## config.mk

```make
export PLATFORM = sky130hd
export DESIGN_NAME = fma_acc_sequencer
export DESIGN_NICKNAME = d
export VERILOG_FILES = /design/src/rtl/fma_acc_sequencer_pkg.sv /design/src/rtl/fma_token_pipe.sv /design/src/rtl/fma_acc_sequencer.sv
export SDC_FILE = /design/constraint.sdc
export NUM_CORES = 1
export LEC_CHECK = 0
export CORE_UTILIZATION = 56
export DETAILED_ROUTE_END_ITERATION = 16
export PLACE_DENSITY = 0.87
export SLEW_MARGIN = 30
export SYNTH_ARGS = -nofsm -noshare
export SYNTH_HDL_FRONTEND = slang
export SYNTH_SLANG_ARGS = --single-unit
```

## constraint.sdc

```tcl
create_clock -name clk_i -period 6.3 [get_ports clk_i]
set_clock_uncertainty 0.1 [all_clocks]
set_input_delay 0.63 -clock clk_i [delete_from_list [all_inputs] [get_ports clk_i]]
set_output_delay 0.63 -clock clk_i [all_outputs]
set_load 0.02 [all_outputs]
```

## src/rtl/fma_acc_sequencer_pkg.sv

```systemverilog
// Shared types and defaults for the FMA accumulator session sequencer.
package fma_acc_sequencer_pkg;

    typedef enum logic [2:0] {
        StIdle,
        StLoad,
        StIssue,
        StDrain,
        StDone
    } seq_state_e;

    localparam int unsigned FMA_MUL_LATENCY = 2;
    localparam int unsigned FMA_MAX_TERMS   = 256;

endpackage

```

## src/rtl/fma_token_pipe.sv

```systemverilog
// 1-bit delay line tracking products in flight through the multiplier.
// Stage 0 is the LSB; the accumulator sees the MSB.
module fma_token_pipe #(
    parameter int unsigned DEPTH = 2
) (
    input  logic clk_i,
    input  logic rst_i,
    input  logic flush_i,
    input  logic shift_i,
    input  logic din_i,
    output logic dout_o,
    output logic pending_o
);

    logic [DEPTH-1:0] pipe_q;
    logic [DEPTH-1:0] pipe_d;

    always_comb begin
        pipe_d = pipe_q;
        if (flush_i) begin
            pipe_d = '0;
        end else if (shift_i) begin
            pipe_d = (pipe_q << 1) | DEPTH'(din_i);
        end
    end

    always_ff @(posedge clk_i or posedge rst_i) begin
        if (rst_i) begin
            pipe_q <= '0;
        end else begin
            pipe_q <= pipe_d;
        end
    end

    assign dout_o    = pipe_q[DEPTH-1];
    // Tokens still behind the output stage; the shift drops the output bit.
    assign pending_o = |(pipe_q << 1);

endmodule

```

## src/rtl/fma_acc_sequencer.sv

```systemverilog
// Control FSM for one fused dot-product session: init-load, operand issue,
// product drain through the multiplier latency, and a held result handshake.
module fma_acc_sequencer
    import fma_acc_sequencer_pkg::*;
#(
    parameter int unsigned MUL_LATENCY = FMA_MUL_LATENCY,
    parameter int unsigned MAX_TERMS   = FMA_MAX_TERMS,
    parameter int unsigned CNT_W       = $clog2(MAX_TERMS + 1)
) (
    input  logic             clk_i,
    input  logic             rst_i,
    input  logic             cmd_valid_i,
    output logic             cmd_ready_o,
    input  logic [CNT_W-1:0] cmd_len_i,
    input  logic             opnd_valid_i,
    output logic             opnd_ready_o,
    output logic             in_last_o,
    output logic             acc_load_o,
    output logic             acc_add_o,
    input  logic             abort_i,
    output logic             result_valid_o,
    input  logic             result_ready_i,
    output logic             busy_o,
    output logic [CNT_W-1:0] issued_o
);

    localparam logic [CNT_W-1:0] MaxLen = CNT_W'(MAX_TERMS);

    seq_state_e       state_q, state_d;
    logic [CNT_W-1:0] len_q, issued_q;
    logic             cmd_hs, opnd_hs, last_hs, abort_act;
    logic             pipe_shift, pipe_out, pipe_pending;

    assign cmd_hs    = cmd_valid_i && cmd_ready_o;
    assign opnd_hs   = opnd_valid_i && opnd_ready_o;
    assign last_hs   = opnd_hs && (issued_q == len_q - CNT_W'(1));
    assign abort_act = abort_i && (state_q inside {StLoad, StIssue, StDrain});

    always_ff @(posedge clk_i or posedge rst_i) begin
        if (rst_i) begin
            state_q <= StIdle;
        end else begin
            state_q <= state_d;
        end
    end

    always_comb begin
        state_d = state_q;
        unique case (state_q)
            StIdle:  if (cmd_valid_i) state_d = StLoad;
            StLoad:  state_d = (len_q == '0) ? StDone : StIssue;
            StIssue: if (last_hs) state_d = StDrain;
            // Leave once only the output stage can hold a token, so the last add lands.
            StDrain: if (!pipe_pending) state_d = StDone;
            StDone:  if (result_ready_i) state_d = StIdle;
            default: state_d = StIdle;
        endcase
        if (abort_act) state_d = StIdle;
    end

    always_comb begin
        cmd_ready_o    = 1'b0;
        acc_load_o     = 1'b0;
        opnd_ready_o   = 1'b0;
        result_valid_o = 1'b0;
        busy_o         = 1'b1;
        pipe_shift     = 1'b0;
        unique case (state_q)
            StIdle: begin
                cmd_ready_o = 1'b1;
                busy_o      = 1'b0;
            end
            StLoad:  acc_load_o = 1'b1;
            StIssue: begin
                opnd_ready_o = (issued_q < len_q);
                pipe_shift   = 1'b1;
            end
            StDrain: pipe_shift = 1'b1;
            StDone:  result_valid_o = 1'b1;
            default: busy_o = 1'b0;
        endcase
    end

    always_ff @(posedge clk_i or posedge rst_i) begin
        if (rst_i) begin
            len_q    <= '0;
            issued_q <= '0;
        end else if (cmd_hs) begin
            len_q    <= (cmd_len_i > MaxLen) ? MaxLen : cmd_len_i;
            issued_q <= '0;
        end else if (abort_act) begin
            issued_q <= '0;
        end else if (opnd_hs) begin
            issued_q <= issued_q + CNT_W'(1);
        end
    end

    fma_token_pipe #(
        .DEPTH (MUL_LATENCY)
    ) u_token_pipe (
        .clk_i     (clk_i),
        .rst_i     (rst_i),
        .flush_i   (abort_act),
        .shift_i   (pipe_shift),
        .din_i     (opnd_hs),
        .dout_o    (pipe_out),
        .pending_o (pipe_pending)
    );

    assign acc_add_o = pipe_out;
    assign in_last_o = last_hs;
    assign issued_o  = issued_q;

endmodule

```

Yosys cells after proc, flatten, opt, wreduce, memory -nomap -nowiden
Cells that the tools add are included.
{"block": "totals", "reg_bits": 23, "latchBits": 0, "ram_bits": 0, "rom_bits": 0, "in_bits": 15, "out_inout_bits": 16, "elab_cells": 49, "n_memories": 0}
{"block": "classes", "n_addsub": 2, "mul": 0, "div_mod_pow": 0, "order_cmp": 2, "eq_ne": 9, "shifts": 0, "muxes": 19, "bitwise": 1, "reduce_logical": 12}
{"cell": "9-bit 2-to-1 mux", "n": 4}
{"cell": "3-bit 2-to-1 mux", "n": 6}
{"cell": "3-bit one-hot mux with 5 select lines", "n": 1}
{"cell": "3-bit inequality test (second input constant)", "n": 4}
{"cell": "9-bit by 1-bit adder with 9-bit output (second input constant)", "n": 1}
{"cell": "9-bit equality test", "n": 1}
{"cell": "9-bit greater-than comparator (second input constant)", "n": 1}
{"cell": "9-bit zero test", "n": 1}
{"cell": "9-bit less-than comparator", "n": 1}
{"cell": "9-bit by 1-bit subtractor with 9-bit output (second input constant)", "n": 1}
{"cell": "3-bit by 2-bit equality test with 1-bit output (second input constant)", "n": 2}
{"cell": "1-bit 2-to-1 mux", "n": 6}
{"cell": "3-bit nonzero test", "n": 2}
{"cell": "1-bit logical AND", "n": 4}
{"cell": "2-bit 2-to-1 mux", "n": 2}
{"cell": "4-bit AND reduction", "n": 1}
{"cell": "4-bit OR reduction", "n": 1}
{"cell": "3-bit by 1-bit equality test with 1-bit output (second input constant)", "n": 1}
{"cell": "3-bit equality test (second input constant)", "n": 1}
{"cell": "3-bit zero test", "n": 1}
{"cell": "2-bit by 1-bit bitwise OR with 2-bit output", "n": 1}
{"cell": "2-bit nonzero test", "n": 1}
{"cell": "2-bit OR reduction", "n": 1}

Longest topological paths before layout
Gate-level depths: netlist of run 1.
{"block": "depth", "ltp_word": 7, "ltp_mapped": 9}

Hierarchy
A second synthesis of run 1 with hierarchy kept.
{"block": "unflattened", "cells_unflattened": 191, "area_unflattened_um2": 1659.1}
{"module": "fma_acc_sequencer", "n_inst": 1, "cells_per_inst": 184, "area_per_inst_um2": 1577.8, "seq_area_each_um2": 525.5}
{"module": "fma_token_pipe", "n_inst": 1, "cells_per_inst": 7, "area_per_inst_um2": 81.3, "seq_area_each_um2": 50.0}

Worst setup path after synthesis of run 1
OpenSTA, ideal clock, no wires.
{"block": "synth_timing", "path_type": "flip-flop to output port", "start": "register len_q[4]", "end": "output port in_last_o", "arrival_ns": 2.105, "required_time_ns": 5.570, "path_slack_ns": 3.465, "path_stages_with_launch": 9, "path_buffers": 1, "cell_sequence": "dfrtp_1 > clkbuf_1 > inv_1 > ha_1 > a211oi_1 > nand2_1 > o21ai_1 > nand4_1 > nor3_1"}
{"block": "synth_between", "elab_chain_len": 4}
{"item": "start: declaration", "line": "fma_acc_sequencer.sv:30", "text": "logic [CNT_W-1:0] len_q, issued_q;"}
{"item": "start signal: assignment", "line": "fma_acc_sequencer.sv:89", "text": "len_q <= (cmd_len_i > MaxLen) ? MaxLen : cmd_len_i;"}
{"item": "branches (longest 3 deep; another with 9-bit by 1-bit subtractor with 9-bit output)"}
{"item": "1-bit logical AND (*)", "line": "fma_acc_sequencer.sv:36", "text": "assign last_hs = opnd_hs && (issued_q == len_q - CNT_W'(1));"}
{"item": "end: declaration", "line": "fma_acc_sequencer.sv:17", "text": "output logic in_last_o,"}
Mark *: on every way between the ends.

Worst setup path after layout of run 1
Ends and elaborated chain as after synthesis.

==> impl_metrics.csv, run 1 <==
group,metric,value,unit
die,die_area,0.00330,mm^2
pwr,leakage,0.000830,uW
drt,finalWirelength,3840,um
final_layout,final_area,0.00205,mm^2
final_layout,synthToLayoutAreaGrowth,19.1,%
critical_path,start_kind,"register",
timing,max_freq,270,MHz
die,core,0.00283,mm^2
critical_path,cp-end-kind,"output pin",
place,placed_area,0.00202,mm^2
timing,hold_viol_final,0,
timing,period_share,58.8,%
drt,drtIter0Drc,122,
place,dp.final_hpwl,2950,um
final_layout,final_common_cell,"clkdlybuf4s50_1",
global_route,grt_max_degree,24,
run_status,status,"complete, but fails checks",
synth,synthAdderAreaFrac,8.00,%
drt,viasPerCell,6.09,
synth,ys_seq_area_share,33.5,%
cts,cts-root-buf,"clkbuf_4",
run_status,violations,"DRC",
critical_path,worst-r2r-setup-slack,3790,ps
synth,muxShareOfSynthArea,0.655,%
critical_path,worstReg2RegEnd,"issued_o[5]$_DFFE_PP0P_",
final_layout,fin_cells,266,
critical_path,r2r_start,"len_q[4]$_DFFE_PP0P_",
pwr,seqPwrFrac,32.9,%
final_layout,regArea,576,um^2
pwr,power.share.clock,9.0,%
die,initial_core_util,60.8,%
synth,yosysTopAreaCell,"dfrtp_1",
cts,clkTransAtPathRegs,140,ps
timing,setup_viol,0,
synth,synth_xor_area_share,5.09,%
place,dpl.cell_count,262,
final_layout,drive_gt1_share,5.96,%
pwr,vdd_drop_max,0.287,mV
final_layout,multiInputGateArea,0.00105,mm^2
critical_path,startpoint,"len_q[4]$_DFFE_PP0P_",
timing,finalSetupTns,0,ps
timing,relSlewSlack,46.7,%
pwr,power_frac_comb,58.1,%
synth,synth_edf_count,0,
synth,yosys_warnings,0,
cts,clock-sinks,23,
final_layout,final_cell_mix,"clkdlybuf4s50_1, dfrtp_1, nand2_1",
synth,synth.avg_cell_area,8.15,um^2
synth,synthSimpleGateAreaFrac,25.9,%
synth,synth_compound_area_share,21.2,%
drt,wl_per_cell,14.4,um
final_layout,antenna_cells,0,
timing,rsz0062_at_grt,"no",
critical_path,r2r_cells,7,
cts,cts_buffer_depth,2,
cts,holdBufCountCts,0,
drt,antenna_left,0,
cts,post_cts_resized,0,
critical_path,endpoint,"in_last_o",
drt,drcViolationCount,2,
die,chipHeight,57.4,um
synth,syn-instance-count,211,
synth,synth.top_cell.area_share,33.5,%
cts,cts_setup_buffers,0,
worst_hold_path,hold_class,"reg2reg",
cts,htree_levels,1,
synth,synth_top_family_by_area,"simple AND/OR/NAND/NOR gates",
cts,tritoncts,"built",
pwr,p_switching,386,uW
critical_path,critical_path_class,"reg2out",
synth,synth_seq_cells,23,
cts,clk_latency,330,ps
synth,synth_cell_types,40,
global_route,grt-ovfl-total,0,
timing,worst-slew-pin-transition,798,ps
die,io_pins,31,
drt,vias,1621,
run,drv_cap,0,
final_layout,nNetsFinal,262,
cts,numCtsBuffers,3,
synth,syn-cell-area,0.00172,mm^2
global_route,grtUsageTotal,26.4,%
critical_path,path_max_fanout,10,
place,place_ws,2970,ps
pwr,power_density,390,mW/mm^2
die,num_rows,19,
critical_path,critPathRequiredTime,5570,ps
pwr,p_sw_share,48.3,%
critical_path,crit_arrival,2970,ps
global_route,grt_pass1_vias,1542,
timing,finalMaxSlewViolations,0,
synth,ys.flop_type,"dfrtp_1",
synth,synth_nets,237,
global_route,antenna_found_initial,0,
final_layout,fill_cells,229,
place,place.gp.congestion,0.917,
timing,min_period,3700,ps
global_route,grt_pass1_wl,6800,um
synth,synth.top_cells.by_area,"dfrtp_1, ha_1, o21ai_0, nand2_1, nand2b_1",
pwr,p_int,414,uW
synth,async_reset_ff_share,100,%
place,port_buffers,30,
drt,firstDrtPassIters,10,
die,die_width,57.4,um
timing,setup_ws,2600,ps
-- flip-flops by register name, indices dropped and copies added (netlist names) --
register / count
issued_o: 9
len_q: 9
state_q: 3
u_token_pipe.pipe_q: 2
-- metrics by stage --
step                      hold WS [ps]  total power, uW  util [%]
after floorplan                    390              595         -
after global placement             404              708      71.5
after detailed placement           421              725      71.5
after CTS                          456              798      72.4
after global routing               495              867      72.4
final                              451              799      72.4
-- critical path: stages, from the launching register on --
cell             delay [ps]
dfrtp_1                 540
inv_1                    80
ha_1                    290
a211oi_1                200
nand2_1                 100
o21ai_1                 440
nand4_1                 150
nor3_1                  200
clkdlybuf4s50_1         640
-- cells by family after synthesis --
logic type | count (synthesis)
buffers and inverters | 26
xor gates and xnor gates | 10
adders and majority gates | 11
AOI/OAI and AO/OA | 56
muxes | 1
DFF | 23
and+or+nand+nor | 84
-- cell usage after synthesis (2+ instances only) --
cell type,count
xor2_1,3
nand2_1,21
nand4_1,4
o21ai_0,17
or3_1,5
o31ai_1,5
nor3_1,6
or4_1,6
nor2_1,10
a21o_1,2
or2_2,4
nand3_1,10
o211ai_1,6
nor4_1,2
clkbuf_1,10
nand2b_1,10
dfrtp_1,23
inv_1,16
a21oi_1,11
ha_1,11
nor3b_1,2
a31oi_1,3
xnor2_1,7
-- power groups by stage --
stage | clock [uW] | combinational (uW) | sequential (uW)
final | 72.0 | 464 | 263
after global routing | 79.5 | 514 | 273
after global placement | 0 | 445 | 263
after CTS | 72.7 | 463 | 262
after detailed placement | 0 | 460 | 266
after floorplan | 0 | 362 | 233
-- layer usage --
metal | part of all wire (%) | wire, um | vias up | GRT usage (%)
met5 | 0 | 0 | - | 0
met4 | 2.1 | 80 | 0 | 12.9
met3 | 4.3 | 167 | 9 | 3.17
met2 | 49 | 1890 | 50 | 42.2
met1 | 44 | 1700 | 751 | 35.4
li1 | - | - | 811 | -
-- cell type report --
type | count | area share (%)
Multi-Input combinational cell | 162 | 51.1
Sequential cell | 23 | 28.1
Timing Repair Buffer | 30 | 14.7
Inverter | 16 | 2.93
Tap cell | 31 | 1.89
Clock buffer | 3 | 1.10
Clock inverter | 1 | 0.244
-- worst min-delay path by stage --
stage,startpoint,endpoint,cells past startpoint
CTS,u_token_pipe.pipe_q[1]$_DFFE_PP0P_,u_token_pipe.pipe_q[1]$_DFFE_PP0P_,2
detailed placement,u_token_pipe.pipe_q[1]$_DFFE_PP0P_,u_token_pipe.pipe_q[1]$_DFFE_PP0P_,2
floorplan,u_token_pipe.pipe_q[0]$_DFFE_PP0P_,u_token_pipe.pipe_q[0]$_DFFE_PP0P_,2
global placement,u_token_pipe.pipe_q[1]$_DFFE_PP0P_,u_token_pipe.pipe_q[1]$_DFFE_PP0P_,2
finish,u_token_pipe.pipe_q[1]$_DFFE_PP0P_,u_token_pipe.pipe_q[1]$_DFFE_PP0P_,2
global route,u_token_pipe.pipe_q[1]$_DFFE_PP0P_,u_token_pipe.pipe_q[1]$_DFFE_PP0P_,2
Power figures use the tool's default switching activity.
==> inputs of run 2 (changes only) <==
CORE_UTILIZATION = 52   (was 56)
PLACE_DENSITY = 0.82   (was 0.87)
clock period = 3.8 ns   (was 6.3 ns; I/O delays follow)
==> run 2 against run 1 <==
  * The flow now finishes without violations
  * Clock power up 64%
  * Final area is 0.73% higher
  * Via count fell by 2.0%
  * Final cell count up 4.9%
  * Sequential cell count did not move
  * Critical path type unchanged
  * Critical endpoint unchanged
  * Largest cell class unchanged
  * Largest power group unchanged
==> impl_metrics.csv, run 2 (same netlist as run 1, synthesis figures left out) <==
group,metric,value,unit
drt,firstDrtPassIters,5,
timing,period_share,90.8,%
pwr,p_switching,629,uW
critical_path,max_stage_delay,640,ps
global_route,antenna_found_initial,0,
cts,htree_levels,1,
critical_path,r2r_start,"len_q[4]$_DFFE_PP0P_",
cts,clkTransAtPathRegs,130,ps
pwr,power_frac_comb,57.9,%
cts,post_cts_resized,0,
cts,cts-root-buf,"clkbuf_4",
pwr,seqPwrFrac,33.1,%
place,place.gp.congestion,0.828,
cts,tritoncts,"built",
run_status,status,"finished clean",
timing,min_period,3450,ps
timing,finalSetupTns,0,ps
pwr,p_sw_share,47.8,%
die,io_pins,31,
timing,max_freq,290,MHz
timing,hold_viol_final,0,
cts,clk_latency,320,ps
global_route,grt_max_degree,24,
critical_path,path_max_fanout,10,
pwr,p_int,686,uW
die,die_area,0.00354,mm^2
die,num_rows,20,
global_route,grt-ovfl-total,0,
critical_path,worstReg2RegEnd,"issued_o[2]$_DFFE_PP0P_",
drt,viasPerCell,5.70,
timing,setup_viol,0,
cts,cts_buffer_depth,2,
timing,rsz0062_at_grt,"no",
pwr,vdd_drop_max,0.318,mV
drt,drtIter0Drc,66,
critical_path,path_cells,"inv_1 -> ha_1 -> a211oi_1 -> nand2_1 -> o21ai_1 -> nand4_1 -> nor3_1 -> clkdlybuf4s50_1",
pwr,leakage,0.000825,uW
critical_path,crit_arrival,2970,ps
timing,relSlewSlack,45.3,%
critical_path,cp-end-kind,"output pin",
cts,numCtsBuffers,3,
final_layout,drive_gt1_share,5.11,%
worst_hold_path,hold_class,"in2async",
die,initial_core_util,55.4,%
timing,finalMaxSlewViolations,0,
cts,clock-sinks,23,
pwr,power_density,637,mW/mm^2
global_route,grt_pass1_wl,6220,um
final_layout,final_common_cell,"clkdlybuf4s50_1",
place,dp.final_hpwl,2880,um
critical_path,cp_slowest_cell,"clkdlybuf4s50_1",
critical_path,start_kind,"register",
pwr,power.share.clock,8.9,%
critical_path,critical_path_class,"reg2out",
cts,cts_setup_buffers,0,
final_layout,multiInputGateArea,0.00105,mm^2
die,die_width,59.5,um
critical_path,worst-r2r-setup-slack,1310,ps
drt,vias,1589,
drt,drcViolationCount,0,
die,core,0.00310,mm^2
drt,wl_per_cell,13.8,um
final_layout,regArea,576,um^2
global_route,grt_pass1_vias,1352,
run,drv_cap,0,
final_layout,nNetsFinal,262,
place,port_buffers,30,
critical_path,r2r_cells,7,
final_layout,synthToLayoutAreaGrowth,20.0,%
final_layout,final_cell_mix,"clkdlybuf4s50_1, dfrtp_1, nand2_1",
final_layout,antenna_cells,0,
global_route,grtUsageTotal,23.2,%
critical_path,critPathRequiredTime,3320,ps
drt,finalWirelength,3860,um
drt,antenna_left,0,
cts,holdBufCountCts,0,
timing,worst-slew-pin-transition,816,ps
final_layout,fill_cells,279,
final_layout,post-route-util,66.5,%
die,chipHeight,59.5,um
run 2: cell types whose count changed in the layout (fill, tap and decap cells not counted):
cell,delta
clkbuf_1,+1
clkinv_1,+1
clkinv_2,-1
inv_2,-1
run 2: cell type report:
cell class                 count  share of cell area (%)
clock buffer                   4                    1.27
inverter                      16                    2.91
multi-input combinational    162                    50.7
sequential                    23                    27.9
tap                           44                    2.67
timing repair buffer          30                    14.5
run 2: worst max-delay path, delay by kind of cell, from the launching register on:
kind	cells	cell delay (ps)
flops	1	550
buf+inv	2	720
fa+ha+maj	1	290
compound gates	2	650
simple gates	3	440
run 2: layer usage:
layer  GRT usage, %  wire length [um]  vias to the layer above
met5              0                 0                        -
met4           4.65                34                        0
met3           5.46               136                        4
met2           38.4              1840                       33
met1           31.0              1850                      741
li1               -                 -                      811
run 2: per-stage QoR:
step | hold WS (ps) | std cells | power (uW) | setup WS (ps) | instance area, um^2
CTS | 445 | 279 | 1310 | 328 | 2060
floorplan | 282 | 211 | 986 | 1220 | 1720
detailed placement | 416 | 275 | 1200 | 699 | 2040
global placement | 409 | 275 | 1170 | 834 | 2040
finish | 313 | 279 | 1320 | 348 | 2060
global route | 364 | 279 | 1430 | 67.6 | 2060
run 2: power by group through the flow:
stage / Sequential, uW / Combinational, uW / Clock [uW]
floorplan: 386 / 600 / 0
global placement: 435 / 737 / 0
detailed placement: 441 / 755 / 0
CTS: 434 / 758 / 121
global route: 452 / 843 / 133
finish: 436 / 762 / 118
run 2: how the worst max path moves through the flow:
stage | startpoint | endpoint | slack, ps
detailed placement | len_q[4]$_DFFE_PP0P_ | in_last_o | 700
CTS | len_q[4]$_DFFE_PP0P_ | in_last_o | 330
floorplan | len_q[4]$_DFFE_PP0P_ | in_last_o | 1220
global placement | len_q[2]$_DFFE_PP0P_ | in_last_o | 830
global route | len_q[4]$_DFFE_PP0P_ | in_last_o | 70
finish | len_q[4]$_DFFE_PP0P_ | in_last_o | 350
==> inputs of run 3 (changes only) <==
TNS_END_PERCENT = 20   (was unset)
==> results of run 3 <==
No change in the layout: final DEF, timing and power equal those of run 2.
